**config.mk**
```make
export PLATFORM = sky130hd
export DESIGN_NAME = multicycle_alu
export DESIGN_NICKNAME = d
export VERILOG_FILES = /design/src/rtl/alu_pkg.sv /design/src/rtl/alu_iter_unit.sv /design/src/rtl/multicycle_alu.sv
export SDC_FILE = /design/constraint.sdc
export NUM_CORES = 1
export LEC_CHECK = 0
export CORE_UTILIZATION = 55
export DETAILED_ROUTE_END_ITERATION = 6
export MAX_ROUTING_LAYER = met4
export PLACE_DENSITY = 0.77
export SLEW_MARGIN = 10
export SYNTH_ARGS = -nofsm -noshare
export SYNTH_HDL_FRONTEND = slang
export SYNTH_HIERARCHICAL = 1
export SYNTH_SLANG_ARGS = --single-unit
```
**constraint.sdc**
```tcl
create_clock -name clk -period 4.6 [get_ports clk]
set_input_delay 0.69 -clock clk [delete_from_list [all_inputs] [get_ports clk]]
set_output_delay 0.69 -clock clk [all_outputs]
set_load 0.02 [all_outputs]
```
**src/rtl/alu_pkg.sv**
```systemverilog
// Shared opcode, flag-index and FSM-state definitions for the multicycle ALU.
package alu_pkg;

   typedef enum logic [3:0] {
      OP_ADD  = 4'd0,
      OP_SUB  = 4'd1,
      OP_NAND = 4'd2,
      OP_XOR  = 4'd3,
      OP_INC  = 4'd4,
      OP_SRA  = 4'd5,
      OP_SRL  = 4'd6,
      OP_SLL  = 4'd7,
      OP_MUL  = 4'd8
   } alu_op_e;

   localparam int unsigned FLG_Z = 2;
   localparam int unsigned FLG_V = 1;
   localparam int unsigned FLG_N = 0;

   typedef enum logic {
      IDLE = 1'b0,
      EXEC = 1'b1
   } alu_state_e;

endpackage

```
**src/rtl/alu_iter_unit.sv**
```systemverilog
// Iterative engine for shifts (one bit per step) and shift-add multiply
// (one multiplier bit per step); flags the final step with a registered last.
module alu_iter_unit import alu_pkg::*; #(
   parameter int unsigned WIDTH = 16,
   parameter int unsigned SHW   = $clog2(WIDTH)
) (
   input  logic             clk,
   input  logic             rst_n,
   input  logic             load,
   input  logic             step,
   input  alu_op_e          op,
   input  logic [WIDTH-1:0] a,
   input  logic [WIDTH-1:0] b,
   input  logic [SHW-1:0]   shamt,
   output logic [WIDTH-1:0] value_c,
   output logic             last
);

   localparam int unsigned CW = $clog2(WIDTH + 1);

   alu_op_e          kind;
   logic [WIDTH-1:0] acc;
   logic [WIDTH-1:0] mcand;
   logic [WIDTH-1:0] mplier;
   logic [CW-1:0]    count;
   logic [CW-1:0]    count_init;

   always_comb count_init = (op == OP_MUL) ? CW'(WIDTH) : CW'(shamt);

   // last is registered one step ahead so the top sees it on the final step
   always_ff @(posedge clk or negedge rst_n) begin
      if (!rst_n) begin
         kind   <= OP_ADD;
         acc    <= '0;
         mcand  <= '0;
         mplier <= '0;
         count  <= '0;
         last   <= 1'b0;
      end else if (load) begin
         kind   <= op;
         acc    <= (op == OP_MUL) ? '0 : a;
         mcand  <= a;
         mplier <= b;
         count  <= count_init;
         last   <= (count_init == CW'(1));
      end else if (step) begin
         acc    <= value_c;
         mcand  <= {mcand[WIDTH-2:0], 1'b0};
         mplier <= {1'b0, mplier[WIDTH-1:1]};
         count  <= count - CW'(1);
         last   <= (count == CW'(2));
      end
   end

   always_comb begin
      value_c = acc;
      case (kind)
         OP_SRA:  value_c = {acc[WIDTH-1], acc[WIDTH-1:1]};
         OP_SRL:  value_c = {1'b0, acc[WIDTH-1:1]};
         OP_SLL:  value_c = {acc[WIDTH-2:0], 1'b0};
         OP_MUL:  if (mplier[0]) value_c = acc + mcand;
         default: value_c = acc;
      endcase
   end

endmodule

```
**src/rtl/multicycle_alu.sv**
```systemverilog
// Registered EX-stage ALU: single-cycle arithmetic/logic on accept, iterative
// shifts and multiply through alu_iter_unit, start/busy/done handshake.
module multicycle_alu import alu_pkg::*; #(
   parameter int unsigned WIDTH  = 16,
   parameter int unsigned SHW    = $clog2(WIDTH),
   parameter bit          SAT_EN = 1'b0
) (
   input  logic             clk,
   input  logic             rst_n,
   input  logic             start,
   input  logic [3:0]       op,
   input  logic [WIDTH-1:0] a,
   input  logic [WIDTH-1:0] b,
   input  logic [SHW-1:0]   shamt,
   output logic             busy,
   output logic             done,
   output logic [WIDTH-1:0] result,
   output logic [2:0]       flags
);

   localparam logic [WIDTH-1:0] SMAX = {1'b0, {(WIDTH-1){1'b1}}};
   localparam logic [WIDTH-1:0] SMIN = {1'b1, {(WIDTH-1){1'b0}}};

   alu_state_e       state, state_next;
   alu_op_e          op_in;
   logic             mul_q, mul_next;
   logic             busy_next, done_next;
   logic [WIDTH-1:0] result_next;
   logic [2:0]       flags_next;
   logic [WIDTH-1:0] addend, sum, sc_result;
   logic [2:0]       sc_flags;
   logic             ovf;
   logic             load, step, last;
   logic [WIDTH-1:0] iter_value;

   assign op_in = alu_op_e'(op);

   alu_iter_unit #(.WIDTH(WIDTH), .SHW(SHW)) u_iter (
      .clk     (clk),
      .rst_n   (rst_n),
      .load    (load),
      .step    (step),
      .op      (op_in),
      .a       (a),
      .b       (b),
      .shamt   (shamt),
      .value_c (iter_value),
      .last    (last)
   );

   // Single-cycle datapath; flags default to the held register (illegal ops)
   always_comb begin
      addend    = (op_in == OP_INC) ? WIDTH'(1) : b;
      sum       = (op_in == OP_SUB) ? (a - addend) : (a + addend);
      ovf       = 1'b0;
      sc_result = '0;
      sc_flags  = flags;
      case (op_in)
         OP_ADD, OP_SUB, OP_INC: begin
            if (op_in == OP_SUB)
               ovf = (a[WIDTH-1] != addend[WIDTH-1]) && (sum[WIDTH-1] != a[WIDTH-1]);
            else
               ovf = (a[WIDTH-1] == addend[WIDTH-1]) && (sum[WIDTH-1] != a[WIDTH-1]);
            sc_result       = (SAT_EN && ovf) ? (a[WIDTH-1] ? SMIN : SMAX) : sum;
            sc_flags[FLG_Z] = (sc_result == '0);
            sc_flags[FLG_V] = ovf;
            sc_flags[FLG_N] = sc_result[WIDTH-1];
         end
         OP_NAND, OP_XOR: begin
            sc_result       = (op_in == OP_NAND) ? ~(a & b) : (a ^ b);
            sc_flags        = '0;
            sc_flags[FLG_Z] = (sc_result == '0);
         end
         default: sc_result = '0;
      endcase
   end

   always_comb begin
      state_next  = state;
      busy_next   = 1'b0;
      done_next   = 1'b0;
      result_next = result;
      flags_next  = flags;
      mul_next    = mul_q;
      load        = 1'b0;
      step        = 1'b0;
      case (state)
         IDLE: begin
            if (start) begin
               case (op_in)
                  OP_SRA, OP_SRL, OP_SLL: begin
                     if (shamt == '0) begin
                        done_next   = 1'b1;
                        result_next = a;
                     end else begin
                        load       = 1'b1;
                        mul_next   = 1'b0;
                        busy_next  = 1'b1;
                        state_next = EXEC;
                     end
                  end
                  OP_MUL: begin
                     load       = 1'b1;
                     mul_next   = 1'b1;
                     busy_next  = 1'b1;
                     state_next = EXEC;
                  end
                  default: begin
                     done_next   = 1'b1;
                     result_next = sc_result;
                     flags_next  = sc_flags;
                  end
               endcase
            end
         end
         EXEC: begin
            step = 1'b1;
            if (last) begin
               state_next  = IDLE;
               done_next   = 1'b1;
               result_next = iter_value;
               if (mul_q) begin
                  flags_next        = '0;
                  flags_next[FLG_Z] = (iter_value == '0);
                  flags_next[FLG_N] = iter_value[WIDTH-1];
               end
            end else begin
               busy_next = 1'b1;
            end
         end
         default: state_next = IDLE;
      endcase
   end

   always_ff @(posedge clk or negedge rst_n) begin
      if (!rst_n) begin
         state  <= IDLE;
         busy   <= 1'b0;
         done   <= 1'b0;
         result <= '0;
         flags  <= '0;
         mul_q  <= 1'b0;
      end else begin
         state  <= state_next;
         busy   <= busy_next;
         done   <= done_next;
         result <= result_next;
         flags  <= flags_next;
         mul_q  <= mul_next;
      end
   end

endmodule

```
# [Yosys cells after proc, flatten, opt, wreduce, memory -nomap -nowiden]
# Index checks and enable logic that the tools add are counted.
[word_totals] elab_cells=104 register_bits=80 inputBits=43 out_inout_bits=21
[classes] muxes=44 reduce_logical=16 add_sub_neg=4 bitwise=4 eq_ne=25
[ops] op="2-to-1 mux 16 bit" n=14
[ops] op="one-hot mux 16 bit (2 select lines)" n=3
[ops] op="one-hot mux 16 bit (4 select lines)" n=1
[ops] op="logical NOT 16 bit" n=3
[ops] op="adder 16 bit" n=2
[ops] op="equality test 4 x 3 -> 1 bit (second input constant)" n=7
[ops] op="AND 16 bit" n=1
[ops] op="inverter 16 bit" n=1
[ops] op="subtractor 16 bit" n=1
[ops] op="bitwise XOR 16 bit" n=1
[ops] op="2-to-1 mux 5 bit" n=3
[ops] op="2-to-1 mux 1 bit" n=12
[ops] op="2-to-1 mux 3 bit" n=4
[ops] op="one-hot mux 3 bit (2 select lines)" n=2
[ops] op="one-hot mux 1 bit (2 select lines)" n=5
[ops] op="equality test 4 x 2 -> 1 bit (second input constant)" n=2
[ops] op="equality test 4 bit (second input constant)" n=2
[ops] op="logical NOT 4 bit" n=2
[ops] op="inequality test 2 bit (second input constant)" n=4
[ops] op="AND reduction 4 bit" n=2
[ops] op="OR reduction 3 bit" n=2
[ops] op="equality test 5 x 1 -> 1 bit (second input constant)" n=1
[ops] op="equality test 5 x 2 -> 1 bit (second input constant)" n=1
[ops] op="AND reduction 5 bit" n=1
[ops] op="12 further kinds" n=16

# [Logic depth before layout (Yosys ltp)]
# Gate-level depths: netlist of the first run.
[logic_depth] ltp_word=11 ltp_mapped=17

# [By module]
# The synthesis of the first run kept the hierarchy.
[modules_own_cells] module="alu_iter_unit" seq_area_each_um2=1451.4 area_per_inst_um2=4300.4 n_inst=1 cells_per_inst=495
[modules_own_cells] module="multicycle_alu" seq_area_each_um2=550.5 area_per_inst_um2=2944.1 n_inst=1 cells_per_inst=392

# [Worst setup path after synthesis of the first run]
# No wires, ideal clock.
[synth_timing] path_kind="in2reg" startpoint="in op[0]" endpoint="reg flags[2]" required_ps=4497 n_path_buf=2 slack_ps=432 setup_time_ps=103 arrival_time_ps=4064 cell_stages=15 path_cell_list="buf_2 -> nor4b_2 -> clkbuf_1 -> or4_1 -> or2_2 -> o21ai_0 -> xnor2_1 -> ha_1 -> a21o_1 -> a311o_1 -> o22a_1 -> xor2_1 -> nor2_1 -> or4b_1 -> o41ai_2"
[synth_via] elab_chain_len=9
[synth_lines] item="start: declaration" line="multicycle_alu.sv:11" rtl="input logic [3:0] op,"
[synth_lines] item="equality test 4 x 3 -> 1 bit" line="multicycle_alu.sv:53, multicycle_alu.sv:58"
[synth_lines] item="2-to-1 mux 16 bit" line="multicycle_alu.sv:53" rtl="addend = (op_in == OP_INC) ? WIDTH'(1) : b;"
[synth_lines] item="adder 16 bit / subtractor 16 bit (equally long branches)" line="multicycle_alu.sv:54" rtl="sum = (op_in == OP_SUB) ? (a - addend) : (a + addend);"
[synth_lines] item="2-to-1 mux 16 bit" line="multicycle_alu.sv:54"
[synth_lines] item="logical NOT 16 bit" line="multicycle_alu.sv:65" rtl="sc_flags[FLG_Z] = (sc_result == '0);"
[synth_lines] item="one-hot mux 3 bit (2 select lines)" line="multicycle_alu.sv:58" rtl="case (op_in)"
[synth_lines] item="2-to-1 mux 3 bit" line="multicycle_alu.sv:90" rtl="case (op_in)"
[synth_lines] item="2-to-1 mux 3 bit" line="multicycle_alu.sv:89" rtl="if (start) begin"
[synth_lines] item="one-hot mux 3 bit (2 select lines)" line="multicycle_alu.sv:87" rtl="case (state)"
[synth_lines] item="end signal: assignment" line="multicycle_alu.sv:148" rtl="flags <= flags_next;"
[synth_lines] item="end: declaration" line="multicycle_alu.sv:18" rtl="output logic [2:0] flags"
# Parallel ways exist; a longest one is shown, timed or not. The select of a mux whose other input is x is not followed.
# A chain may end at the register's enable or synchronous reset.

# [Final worst setup path of the first run]
[layout_timing] startpoint="reg u_iter.acc[0]" endpoint="reg flags[2]"
[layout_via] elab_chain_len=7
[layout_lines] item="start: declaration" line="alu_iter_unit.sv:22" rtl="logic [WIDTH-1:0] acc;"
[layout_lines] item="start signal: assignment" line="alu_iter_unit.sv:41" rtl="acc <= (op == OP_MUL) ? '0 : a;"
[layout_lines] item="start signal: assignment" line="alu_iter_unit.sv:47" rtl="acc <= value_c;"
[layout_lines] item="adder 16 bit" line="alu_iter_unit.sv:61" rtl="OP_MUL: if (mplier[0]) value_c = acc + mcand;"
[layout_lines] item="2-to-1 mux 16 bit" line="alu_iter_unit.sv:61"
[layout_lines] item="one-hot mux 16 bit (4 select lines)" line="alu_iter_unit.sv:57" rtl="case (kind)"
[layout_lines] item="via iter_value[8]" line="multicycle_alu.sv:34" rtl="logic [WIDTH-1:0] iter_value;"
[layout_lines] item="logical NOT 16 bit" line="multicycle_alu.sv:124" rtl="flags_next[FLG_Z] = (iter_value == '0);"
[layout_lines] item="2-to-1 mux 3 bit" line="multicycle_alu.sv:122" rtl="if (mul_q) begin"
[layout_lines] item="2-to-1 mux 3 bit" line="multicycle_alu.sv:118" rtl="if (last) begin"
[layout_lines] item="one-hot mux 3 bit (2 select lines)" line="multicycle_alu.sv:87"
# The timed path passes the listed nets, and every way through them passes these cells. The select of a mux whose other input is x is not followed.

==> flow_summary.json, run 1 <==
{
  "status": "complete, no violations",
  "r2r-end": "flags[2]",
  "top_layer_used": "met4",
  "crit_path_end": "flags[2]",
  "slew_violations": 0,
  "grt.overflow.total": 0,
  "dp_slack_ns": -0.127,
  "yosysTopAreaCell": "dfrtp_1",
  "crit_start": "u_iter/acc[0]",
  "cts_buffers": 9,
  "dr_wl_met2_um": 10600,
  "synth-edff-count": 0,
  "final_nets": 1073,
  "synth-async-reset-ratio_pct": 100,
  "register_area_sq_mm": 0.00201,
  "gp_congestion": 1.05,
  "max-slew-margin-rel_pct": 39.9,
  "grt_pass1_wl_um": 36500,
  "ys_seq_elements": 80,
  "drt-met1-wl_um": 9890,
  "htreeDepth": 3,
  "worstSetupEndpointType": "flip-flop",
  "rsz0062_at_grt": "no",
  "vias_per_cell": 6.40,
  "r2r_start": "u_iter/acc[0]",
  "port_buffers": 63,
  "leakage_nw": 3.82,
  "fin_util_pct": 68.7,
  "wirelength_um": 23600,
  "ff2ff_setup_slack_ns": 0.24,
  "hold_viol_final": 0,
  "die-area_sq_mm": 0.0136,
  "hpwl_um": 18100,
  "powerDensity_mw_per_mm2": 620,
  "fillers": 1085,
  "wl_per_cell_um": 20.4,
  "total_power_mw": 5.42,
  "cts_buffer_depth": 2,
  "ys_seq_area_share_pct": 27.6,
  "ir_drop_uv": 321,
  "io_pins": 64,
  "synth.distinct_cells": 88,
  "drv_cap": 0,
  "dr_wl_met3_um": 1800,
  "setup_viol": 0,
  "reg2reg_depth": 15,
  "ys_top_cells_by_area": "dfrtp_1 28%, ha_1 8.3%, mux2i_1 7.2%, o21ai_0 7.0%, nand2_1 6.3%",
  "antenna_found_initial": 1,
  "fin_setup_tns_ns": 0,
  "die_y_um": 117,
  "post-synth-top-count-cell": "nand2_1",
  "cts_sinks": 80,
  "critPathKind": "reg2reg",
  "finClkSkew_ns": 0.00818,
  "finalCritPeriodShare_pct": 94.7,
  "timing.fmax_mhz": 229,
  "floorplan.initialDensity_pct": 56.9,
  "cts_tree": "yes",
  "drtAntennaViolNets": 0,
  "vias": 7414,
  "drt_iter0_drc": 826,
  "arrival_ns": 4.60,
  "grt_usage_pct": 37.0,
  "synth_nets": 980,
  "place_area_sq_mm": 0.00836,
  "multi_input_area_sq_mm": 0.00495,
  "stdcell_area_sq_mm": 0.00874,
  "critPathRequiredTime_ns": 4.84,
  "synth_common_cells": "122 x nand2_1, 101 x o21ai_0, 80 x dfrtp_1, 68 x a21oi_1, 55 x nor2_1",
  "core_area_sq_mm": 0.0127,
  "yosys_warnings": 6,
  "crit_fanout": 4,
  "postSynth.topFlopCell": "dfrtp_1",
  "cp-start-kind": "flip-flop",
  "first_pass_iters": 6,
  "fin_crit_ns": 4.36,
  "syn_area_per_cell_sq_um": 8.17,
  "grt_max_degree": 89,
  "syn_to_final_growth_pct": 20.7,
  "drive_above_1_share_pct": 12.2,
  "synth_top_area_share_pct": 27.6,
  "drc": 0,
  "setup_slack_ns": 0.242,
  "die_w_um": 117,
  "tightest_slew_ns": 0.901,
  "clk_pin_slew_worst_paths_ns": 0.06,
  "rows": 41,
  "netlist_area_sq_mm": 0.00724,
  "clk-insertion-delay-late_ns": 0.34,
  "synthCells": 887,
  "hold_path_class": "in2async",
  "grt_pass1_vias": 6883,
  "cts-root-buf": "clkbuf_16"
}
-- report_power, final --
part	switching (mW)	total (mW)	internal (mW)
clock network	0.294	0.857	0.562
logic	1.84	3.21	1.37
registers	0.340	1.36	1.02
total	2.47	5.42	2.95
-- how the worst min path moves through the flow --
stage	start	end	slack (ns)	cells past startpoint
after detailed placement	result[7]	result[7]	0.48	2
final	rst_n	u_iter/mplier[8]	0.43	1
after CTS	rst_n	u_iter/mplier[11]	0.46	1
after floorplan	rst_n	done	0.39	0
after global routing	rst_n	u_iter/mplier[8]	0.49	1
after global placement	result[2]	result[2]	0.46	2
-- registers in the layout, summed over array words and instances, names as in the netlist --
| signal | flops |
|---|---|
| state | 1 |
| u_iter/mplier | 16 |
| u_iter/count | 5 |
| done | 1 |
| result | 16 |
| mul_q | 1 |
| u_iter/last | 1 |
| u_iter/acc | 16 |
| u_iter/kind | 4 |
| flags | 3 |
| u_iter/mcand | 16 |
-- placed cells by master (no fill, tap or decap), types with 7 or more instances in the layout --
cell type,instances
a21o_1,9
a21oi_1,68
a22oi_1,8
buf_4,67
clkbuf_16,9
clkdlybuf4s50_1,62
dfrtp_1,79
ha_1,48
inv_1,17
mux2_2,7
mux2i_1,52
nand2_1,121
nand2b_1,12
nand3_1,15
nand4_1,8
nor2_1,55
nor2b_1,8
nor3_1,16
nor4_1,11
o211ai_1,9
o21a_1,7
o21ai_0,100
or3_1,8
xnor2_1,20
xor2_1,22
-- kinds of logic after synthesis --
family,synth area share [%]
and+or+nand+nor,20.2
AOI/OAI and AO/OA,25.7
DFF,27.6
buffers and inverters,4.32
muxes,8.27
adders and majority gates,8.84
xor gates and xnor gates,5.08
-- stage by stage --
step / hold WS (ns) / cells
after floorplan: 0.394 / 887
after global placement: 0.464 / 1141
after detailed placement: 0.479 / 1141
after CTS: 0.455 / 1157
after global routing: 0.491 / 1158
final: 0.430 / 1158
-- cell type report --
class	instances	area share, %
antenna	1	0.0286
clock buffer	12	2.93
clock inverter	4	1.13
inverter	18	0.773
multi-input combinational	741	56.7
sequential	80	22.9
tap	172	2.46
timing repair buffer	130	13.1
-- what timing repair did --
item                                    in CTS  in global routing
setup buffers                                0                  0
hold buffers                                 0                  0
endpoints found under the setup margin       0                  1
resized for setup                            0                  6
-- layer usage --
layer  up-vias  GRT usage [%]
li1       3485              -
met1      3472           46.5
met2       363           56.7
met3        94           6.59
met4         0           19.9
met5         -              -
-- worst max-delay path, cell delays in order, from the launching register on --
cell and delay (ns):
dfrtp_1 0.40, ha_1 0.24, fa_2 0.40, a211oi_2 0.24, o21ai_1 0.14, a21oi_2 0.16
nor4b_1 0.06, a41o_1 0.22, or4_4 0.58, nor4_2 0.26, nand4b_1 0.19, o211ai_1 0.29
o2111ai_1 0.16, nand4bb_1 0.19, or4b_1 0.52, o41ai_2 0.21
Power figures use the tool's default switching activity.
==> run 2, diff against run 1 <==
--- a/config.mk
+++ b/config.mk
@@ -9,7 +9,6 @@
 export DETAILED_ROUTE_END_ITERATION = 6
 export MAX_ROUTING_LAYER = met4
 export PLACE_DENSITY = 0.77
-export SLEW_MARGIN = 10
 export SYNTH_ARGS = -nofsm -noshare
 export SYNTH_HDL_FRONTEND = slang
 export SYNTH_HIERARCHICAL = 1
==> results of run 2 <==
Same layout as run 1: the final DEF is identical, and so are final timing and power.
